## config.mk

```make
export PLATFORM = sky130hd
export DESIGN_NAME = pipe_stage_skid
export DESIGN_NICKNAME = d
export VERILOG_FILES = /design/src/rtl/pipe_pkg.sv /design/src/rtl/pipe_slot.sv /design/src/rtl/pipe_stage_skid.sv
export SDC_FILE = /design/constraint.sdc
export NUM_CORES = 1
export LEC_CHECK = 0
export CAP_MARGIN = 40
export CORE_ASPECT_RATIO = 1.25
export CORE_MARGIN = 2
export CORE_UTILIZATION = 35
export DETAILED_ROUTE_END_ITERATION = 8
export GPL_TIMING_DRIVEN = 0
export SETUP_SLACK_MARGIN = 0.5
export SLEW_MARGIN = 40
export SYNTH_ARGS = -nofsm -noshare
export SYNTH_HDL_FRONTEND = slang
export SYNTH_HIERARCHICAL = 1
export SYNTH_SLANG_ARGS = --single-unit
```

## constraint.sdc

```tcl
create_clock -name clk_i -period 3.47 [get_ports clk_i]
set_input_delay 0.347 -clock clk_i [delete_from_list [all_inputs] [get_ports clk_i]]
set_output_delay 0.347 -clock clk_i [all_outputs]
set_load 0.02 [all_outputs]
```

## src/rtl/pipe_pkg.sv

```systemverilog
// Shared constants for the inter-stage pipeline registers: control-bundle
// bit positions and per-stage bundle/payload widths.
package pipe_pkg;

  // Bit positions inside the control bundle {MemtoReg,RegWrite,MemRead,MemWrite,Branch}
  localparam int unsigned CTRL_BRANCH   = 0;
  localparam int unsigned CTRL_MEMWRITE = 1;
  localparam int unsigned CTRL_MEMREAD  = 2;
  localparam int unsigned CTRL_REGWRITE = 3;
  localparam int unsigned CTRL_MEMTOREG = 4;

  localparam int unsigned IDEX_CTRL_W  = 5;
  localparam int unsigned IDEX_DATA_W  = 101;
  localparam int unsigned EXMEM_CTRL_W = 5;
  localparam int unsigned EXMEM_DATA_W = 101;
  localparam int unsigned MEMWB_CTRL_W = 2;
  localparam int unsigned MEMWB_DATA_W = 69;

  localparam int unsigned DEF_CNT_W = 16;

endpackage

```

## src/rtl/pipe_slot.sv

```systemverilog
// One {valid, ctrl, data} storage slot with load / clear / hold control.
// Load wins over clear; clear only drops the valid bit, payload is kept.
module pipe_slot
  import pipe_pkg::*;
#(
  parameter int unsigned CTRL_W = EXMEM_CTRL_W,
  parameter int unsigned DATA_W = EXMEM_DATA_W
) (
  input  logic              clk_i,
  input  logic              rst_i,
  input  logic              load_i,
  input  logic              clear_i,
  input  logic [CTRL_W-1:0] ctrl_i,
  input  logic [DATA_W-1:0] data_i,
  output logic              valid_o,
  output logic [CTRL_W-1:0] ctrl_o,
  output logic [DATA_W-1:0] data_o
);

  logic              valid_q, valid_d;
  logic [CTRL_W-1:0] ctrl_q,  ctrl_d;
  logic [DATA_W-1:0] data_q,  data_d;

  always_comb begin
    valid_d = valid_q;
    ctrl_d  = ctrl_q;
    data_d  = data_q;
    if (load_i) begin
      valid_d = 1'b1;
      ctrl_d  = ctrl_i;
      data_d  = data_i;
    end else if (clear_i) begin
      valid_d = 1'b0;
    end
  end

  always_ff @(posedge clk_i) begin
    if (rst_i) begin
      valid_q <= 1'b0;
      ctrl_q  <= '0;
      data_q  <= '0;
    end else begin
      valid_q <= valid_d;
      ctrl_q  <= ctrl_d;
      data_q  <= data_d;
    end
  end

  assign valid_o = valid_q;
  assign ctrl_o  = ctrl_q;
  assign data_o  = data_q;

endmodule

```

## src/rtl/pipe_stage_skid.sv

```systemverilog
// Inter-stage pipeline register with valid/ready handshake, 2-entry skid
// buffer, synchronous flush, bubble control masking and saturating counters.
module pipe_stage_skid
  import pipe_pkg::*;
#(
  parameter int unsigned CTRL_W      = EXMEM_CTRL_W,
  parameter int unsigned DATA_W      = EXMEM_DATA_W,
  parameter int unsigned CNT_W       = DEF_CNT_W,
  parameter bit          MASK_BUBBLE = 1'b1
) (
  input  logic              clk_i,
  input  logic              rst_i,
  input  logic              flush_i,
  input  logic              in_valid_i,
  output logic              in_ready_o,
  input  logic [CTRL_W-1:0] in_ctrl_i,
  input  logic [DATA_W-1:0] in_data_i,
  output logic              out_valid_o,
  input  logic              out_ready_i,
  output logic [CTRL_W-1:0] out_ctrl_o,
  output logic [DATA_W-1:0] out_data_o,
  output logic [CNT_W-1:0]  stall_cnt_o,
  output logic [CNT_W-1:0]  drop_cnt_o
);

  localparam int unsigned         SUM_W   = CNT_W + 2;
  localparam logic [CNT_W-1:0]    CNT_MAX = '1;

  logic              head_valid, skid_valid;
  logic [CTRL_W-1:0] head_ctrl,  skid_ctrl;
  logic [DATA_W-1:0] head_data,  skid_data;

  logic              head_load, head_clear, head_from_skid;
  logic              skid_load, skid_clear;
  logic [CTRL_W-1:0] head_ctrl_in;
  logic [DATA_W-1:0] head_data_in;

  logic              acc, pop;

  logic [CNT_W-1:0]  stall_cnt_q, stall_cnt_d;
  logic [CNT_W-1:0]  drop_cnt_q,  drop_cnt_d;
  logic              stall_inc;
  logic [1:0]        drop_inc;
  logic [SUM_W-1:0]  stall_sum, drop_sum;

  // Ready comes straight off the skid valid register
  assign in_ready_o = !skid_valid;
  assign acc        = in_valid_i & !skid_valid;
  assign pop        = head_valid & out_ready_i;

  // Slot control; skid is only ever occupied while head is occupied
  always_comb begin
    head_load      = 1'b0;
    head_clear     = 1'b0;
    head_from_skid = 1'b0;
    skid_load      = 1'b0;
    skid_clear     = 1'b0;
    if (flush_i) begin
      head_clear = 1'b1;
      skid_clear = 1'b1;
    end else if (!head_valid) begin
      head_load = acc;
    end else if (pop) begin
      if (skid_valid) begin
        head_load      = 1'b1;
        head_from_skid = 1'b1;
        skid_clear     = 1'b1;
      end else if (acc) begin
        head_load = 1'b1;
      end else begin
        head_clear = 1'b1;
      end
    end else begin
      skid_load = acc;
    end
  end

  assign head_ctrl_in = head_from_skid ? skid_ctrl : in_ctrl_i;
  assign head_data_in = head_from_skid ? skid_data : in_data_i;

  pipe_slot #(
    .CTRL_W (CTRL_W),
    .DATA_W (DATA_W)
  ) u_head (
    .clk_i   (clk_i),
    .rst_i   (rst_i),
    .load_i  (head_load),
    .clear_i (head_clear),
    .ctrl_i  (head_ctrl_in),
    .data_i  (head_data_in),
    .valid_o (head_valid),
    .ctrl_o  (head_ctrl),
    .data_o  (head_data)
  );

  pipe_slot #(
    .CTRL_W (CTRL_W),
    .DATA_W (DATA_W)
  ) u_skid (
    .clk_i   (clk_i),
    .rst_i   (rst_i),
    .load_i  (skid_load),
    .clear_i (skid_clear),
    .ctrl_i  (in_ctrl_i),
    .data_i  (in_data_i),
    .valid_o (skid_valid),
    .ctrl_o  (skid_ctrl),
    .data_o  (skid_data)
  );

  // Saturating counters; adders are two bits wider so the compare never wraps
  always_comb begin
    stall_inc = head_valid & !out_ready_i & !flush_i;
    drop_inc  = 2'b00;
    if (flush_i) begin
      drop_inc = 2'(head_valid & !pop) + 2'(skid_valid) + 2'(acc);
    end
    stall_sum   = SUM_W'(stall_cnt_q) + SUM_W'(stall_inc);
    drop_sum    = SUM_W'(drop_cnt_q) + SUM_W'(drop_inc);
    stall_cnt_d = (stall_sum > SUM_W'(CNT_MAX)) ? CNT_MAX : stall_sum[CNT_W-1:0];
    drop_cnt_d  = (drop_sum  > SUM_W'(CNT_MAX)) ? CNT_MAX : drop_sum[CNT_W-1:0];
  end

  always_ff @(posedge clk_i) begin
    if (rst_i) begin
      stall_cnt_q <= '0;
      drop_cnt_q  <= '0;
    end else begin
      stall_cnt_q <= stall_cnt_d;
      drop_cnt_q  <= drop_cnt_d;
    end
  end

  assign out_valid_o = head_valid;
  assign out_ctrl_o  = (MASK_BUBBLE && !head_valid) ? '0 : head_ctrl;
  assign out_data_o  = head_data;
  assign stall_cnt_o = stall_cnt_q;
  assign drop_cnt_o  = drop_cnt_q;

endmodule

```

# Yosys cells after proc, flatten, opt, wreduce, memory -nomap -nowiden
# Cells that the tools add are included.
# W data, S select, Z words.
# op_classes
addsub	4
mul	0
div_mod_pow	0
order_cmp	2
eq_ne	0
n_shift	0
muxes	28
bitwise	5
n_reduce_logical	6
# ops
op	n
$mux W101	1
$gt A17 B16 Y1 const B	2
$mux W16	2
$mux W1	22
$add A16 B1 Y17	1
$add A16 B2 Y17	1
$mux W5	2
$and A1 B1 Y1	5
$logic_not A1 Y1	4
$reduce_bool A2 Y1	2
$add A1 B1 Y2	1
$add A2 B1 Y2	1
$mux W2	1
# word_totals
reg_bits	246
latch_bits	0
ramBits	0
rom_bits	0
input_bits	111
out_inout_bits	140
wordCells	53
mem_count	0

# Longest topological paths before layout
# depth
depth_word	9
ltp_mapped	11
mapped_depth_nobuf	10

# Modules after synthesis
# The synthesis kept the hierarchy.
# by_module_without_submodules
module	instances	cells_per_inst	area_each_um2	seq_area_each_um2
pipe_slot	2	346	3783.6	2142.1
pipe_stage_skid	1	306	3074.2	640.6

# Worst setup path after synthesis
# OpenSTA, ideal clock, no wires.
# synth_timing
path_type	register to register
from	register u_head.valid_q, in the netlist u_head/valid_o
to	register drop_cnt_q[10], in the netlist drop_cnt_o[10]
setup_time_ns	0.132
arrival_time_ns	2.621
t_required_ns	3.338
slack_ns	0.717
path_stages_with_launch	11
n_path_buf	1
synth_period_minus_slack_ns	2.753
path_cell_list	dfxtp_1 -> or2b_1 -> fa_1 -> nor2b_1 -> ha_1 -> fa_1 -> and2_1 -> clkbuf_1 -> and4_1 -> xnor2_1 -> a21oi_1
# synth_via
elab_chain_len	9
# synth_lines
element	line_no	source
start, declared	pipe_slot.sv:20	logic valid_q, valid_d;
start signal, assigned	pipe_slot.sv:43	valid_q <= valid_d;
$and A1 B1 Y1	pipe_stage_skid.sv:49	assign pop = head_valid & out_ready_i;
$logic_not A1 Y1	pipe_stage_skid.sv:116	drop_inc = 2'(head_valid & !pop) + 2'(skid_valid) + 2'(acc);
$and A1 B1 Y1 (*)	pipe_stage_skid.sv:116	
$add A1 B1 Y2 (*)	pipe_stage_skid.sv:116	
$add A2 B1 Y2 (*)	pipe_stage_skid.sv:116	
$mux W2 (*)	pipe_stage_skid.sv:115	if (flush_i) begin
$add A16 B2 Y17 (*)	pipe_stage_skid.sv:119	drop_sum = SUM_W'(drop_cnt_q) + SUM_W'(drop_inc);
$gt A17 B16 Y1	pipe_stage_skid.sv:121	drop_cnt_d = (drop_sum > SUM_W'(CNT_MAX)) ? CNT_MAX : drop_sum[CNT_W-1:0];
$mux W16 (*)	pipe_stage_skid.sv:121	
end signal, assigned	pipe_stage_skid.sv:130	drop_cnt_q <= drop_cnt_d;
end, declared	pipe_stage_skid.sv:41	logic [CNT_W-1:0] drop_cnt_q, drop_cnt_d;
# Every way passes the cells marked *; elsewhere a longest branch is shown, timed or not.
# A chain may end at the register's enable or synchronous reset.

# Worst setup path in the final report
# Ends and elaborated chain as after synthesis.

==> results.md <==
- Row cnt: 71
- Post-synth top area cell: dfxtp_1
- Max-slew headroom: 0.631
- PortBufs: 250
- CP top delay family: adder cells
- Yosys warns: 6
- Commonest cells after routing, fill and taps aside: clkdlybuf4s50_1 (250), dfxtp_1 (245), nor2_1 (226), mux2i_1 (214), mux2_2 (66)
- Top Metal Used: met4
- WL met1: 12.0 mm
- Design area: between 10,000 and 15,000 µm²
- Top FF cell, synth: dfxtp_1
- Reg2Reg Setup Slack: 0.70 ns
- Final Max Slew Viols: 0
- CTS buffer count: 27
- Clk Latency, worst-skew pair: 0.54 ns
- Initial antenna violation count: 0
- # hold bufs at CTS: 0
- Final hold violations: 0
- DP HPWL: 19.8 mm
- Vias in the first global route: 7,809
- WP buf/inv: 1
- Total gr overflow: 0
- Mux share of post-synthesis cell area: 0.328
- Worst path depth: 10
- DRT iter0 DRCs: just under 300
- Required time worst endpoint: about 3.9 ns
- Die Area: 31,800 µm²
- Compound-Gate Fraction of Synth Area: 0.0218
- Number of diodes: 0
- Largest family of logic cells by synthesized area: multiplexers
- Total Routing Usage GR: 0.166
- GP Congestion: 0.771
- First-pass GRT wire length: about 43 mm
- Commonest non-fill, non-tap cell in the layout: clkdlybuf4s50_1
- Outcome: completed
- Final net count: between 1k and 1.5k
- Min-delay worst type: in2reg
- CP startpoint: u_head/valid_o
- CTS H-tree lvls: 1
- Peak VDD IR: between 0.0003 and 0.0004 V
- Root Buffer: clkbuf_16
- Final setup vio count: 0
- Cell Pwr Density: between 400 and 500 nW/µm²
- Length in cells of the worst reg-to-reg path: 10
- Via/cell ratio: ~4.6
- Wire length on met2: approximately 13 mm
- Area contributors post-synth: dfxtp_1 (46%), mux2i_1 (20%), nor2_1 (8.0%)
- CP max stage cell: fa_1
- Fmax: about 360 MHz
- Clock Skew: 0.0235 ns
- Vias: 7,813
- Critical-path cell list: or2b_1 -> fa_1 -> nor2b_1 -> ha_1 -> fa_2 -> and2_1 -> clkbuf_1 -> and4_1 -> xnor2_1 -> a21oi_1
- CP arrival: 3.15 ns
- Share of post-route cells with drive strength above 1: 0.160
- CORE AREA: about 30,000 µm²
- Area share of the largest cell type after synthesis: 0.463
- Number of distinct library cells after synthesis: between 40 and 50
- Fin Setup TNS: 0 ns
- Placed Cells: around 1.6k
- Slew at the pin closest to its max-slew limit: 0.553 ns
- Area after DPL: between 10,000 and 15,000 µm²
- Final cell count without fillers: around 1.7k
- Gate Count Post-Synth: ~1,000
- DRC Markers: 0
- Post-Syn Area: 10,600 µm²
- Top-Level Pins: 251
- Leakage: about 5.5 nW
- Post-synth ARST share: 0
- Drt wl/cell: around 16 µm
- CP max stage delay: 0.50 ns
- Pin count of the biggest net entering global routing: 14
- Startpoint types: flop
- Clock sink count: roughly 250
- Worst R2R Start: u_head/valid_o
- Area Growth Syn to Fin: 37.4%
- RSZ-0062 raised after global routing: no
- Post-synth EDFFs: 0
- WS Path Type: reg2reg
- Antenna-violating nets left: 0
- Post-synthesis xor/xnor area fraction: 0.0148
- Register area share after synthesis: 0.463
- Initial Util: 0.354
- Hold path cells: 3
- DIE HEIGHT: 199 µm
- Syn avg cell area: 10.7 µm²
- Die width: 160 µm
- Routed WL: 27.4 mm
- Setup crit end kind: flop
- CP Max Fanout: 11
- Syn nets: around 1.1k
- Detailed Routing Iterations Pass 1: 4
- Worst Hold Launch: in_data_i[7]
- Clk buf depth: 3
- Simple-gate area share of the yosys netlist: 0.118
- Fin util: 0.487
- Synth Area in Adders: 0.00847
- Min Tclk post-route: 2.77 ns
- Max-Cap Viols: 0
- WL met3: between 1.5 and 2 mm
- Final period utilization: 0.798
- CTS tree: yes
- #FFs+latches synth: approximately 250
- Clock-pin slew on the worst setup and hold paths: about 0.060 ns
## final timing paths
check / endpoint
max: drop_cnt_o[10]
min: u_skid/data_o[7]
min reg2reg: u_skid/data_o[6]
max reg2reg: drop_cnt_o[10]
## worst min-delay path: cells and delay by family
kind / cells / cell delay (ns)
buf+inv: 1 / 0.41
mux: 1 / 0.13
simple gates: 1 / 0.05
## timing repair
item / in CTS / in global routing
setup buffers: 0 / 3
cloned: 0 / 0
setup endpoints to repair: 10 / 10
pin swaps: 0 / 2
resized for setup: 1 / 3
hold endpoints to repair: 0 / 0
## report_power, final
| part | internal, mW | switching (mW) |
|---|---|---|
| combinational | 0.389 | 0.325 |
| clock | 1.79 | 1.16 |
| sequential | 2.90 | 0.0416 |
| total | 5.08 | 1.52 |
## registers in the layout, summed over array words and instances (netlist names)
signal / count
stall_cnt_o: 16
drop_cnt_o: 16
u_skid/valid_o: 1
u_head/ctrl_o: 5
u_head/valid_o: 1
u_skid/data_o: 101
u_head/data_o: 101
u_skid/ctrl_o: 5
## stage by stage
step | hold WS [ns] | power (mW) | worst slack (ns)
final | 0.454 | 6.61 | 0.700
after global routing | 0.449 | 6.88 | 0.604
after CTS | 0.430 | 6.71 | 0.512
after detailed placement | 0.477 | 3.73 | 0.194
after global placement | 0.467 | 3.72 | 0.226
after floorplan | 0.452 | 3.37 | 0.717
## per-layer routing
layer,up-vias,global-route usage
li1,3972,-
met1,3637,0.203
met2,183,0.292
met3,21,0.0467
met4,0,0.0307
met5,-,0
## layout make-up
| type | instances | area (µm²) |
|---|---|---|
| fillers | 2913 | 15400 |
| multi-input cells | 676 | 5230 |
| flip-flops and latches | 246 | 4930 |
| repair buffers | 253 | 2520 |
| clock buffers | 41 | 828 |
| well taps | 401 | 502 |
| plain buffers | 67 | 462 |
| clock inverters | 9 | 105 |
| inverters | 9 | 33.8 |
## cells by family (layout without fill, tap and decap cells)
| kind of cell | count (synthesis) | count (layout) |
|---|---|---|
| muxes | 320 | 320 |
| and+or+nand+nor | 292 | 292 |
| DFF | 246 | 246 |
| buffers and inverters | 76 | 379 |
| AOI/OAI and AO/OA | 40 | 40 |
| xor gates and xnor gates | 18 | 18 |
| adders and majority gates | 6 | 6 |
## synth_stat cells, types with 2 or more instances
cell / count
fa_1: 2
a31o_2: 2
dfxtp_1: 246
and4_1: 4
mux2i_1: 214
a21oi_1: 23
xor2_1: 7
buf_6: 7
nor4_1: 2
nand4_1: 8
inv_1: 9
nand2_1: 12
clkbuf_1: 22
mux2_2: 66
nor2b_1: 3
buf_2: 12
a31oi_1: 4
and2_1: 7
xnor2_1: 11
buf_4: 20
o21ai_0: 4
ha_1: 4
nor4_2: 2
nor2_1: 226
nor3_1: 6
nand2b_1: 2
or2b_1: 2
nor3b_1: 2
buf_8: 6
mux2_4: 40
nand3_1: 9
Power figures use the tool's default switching activity.
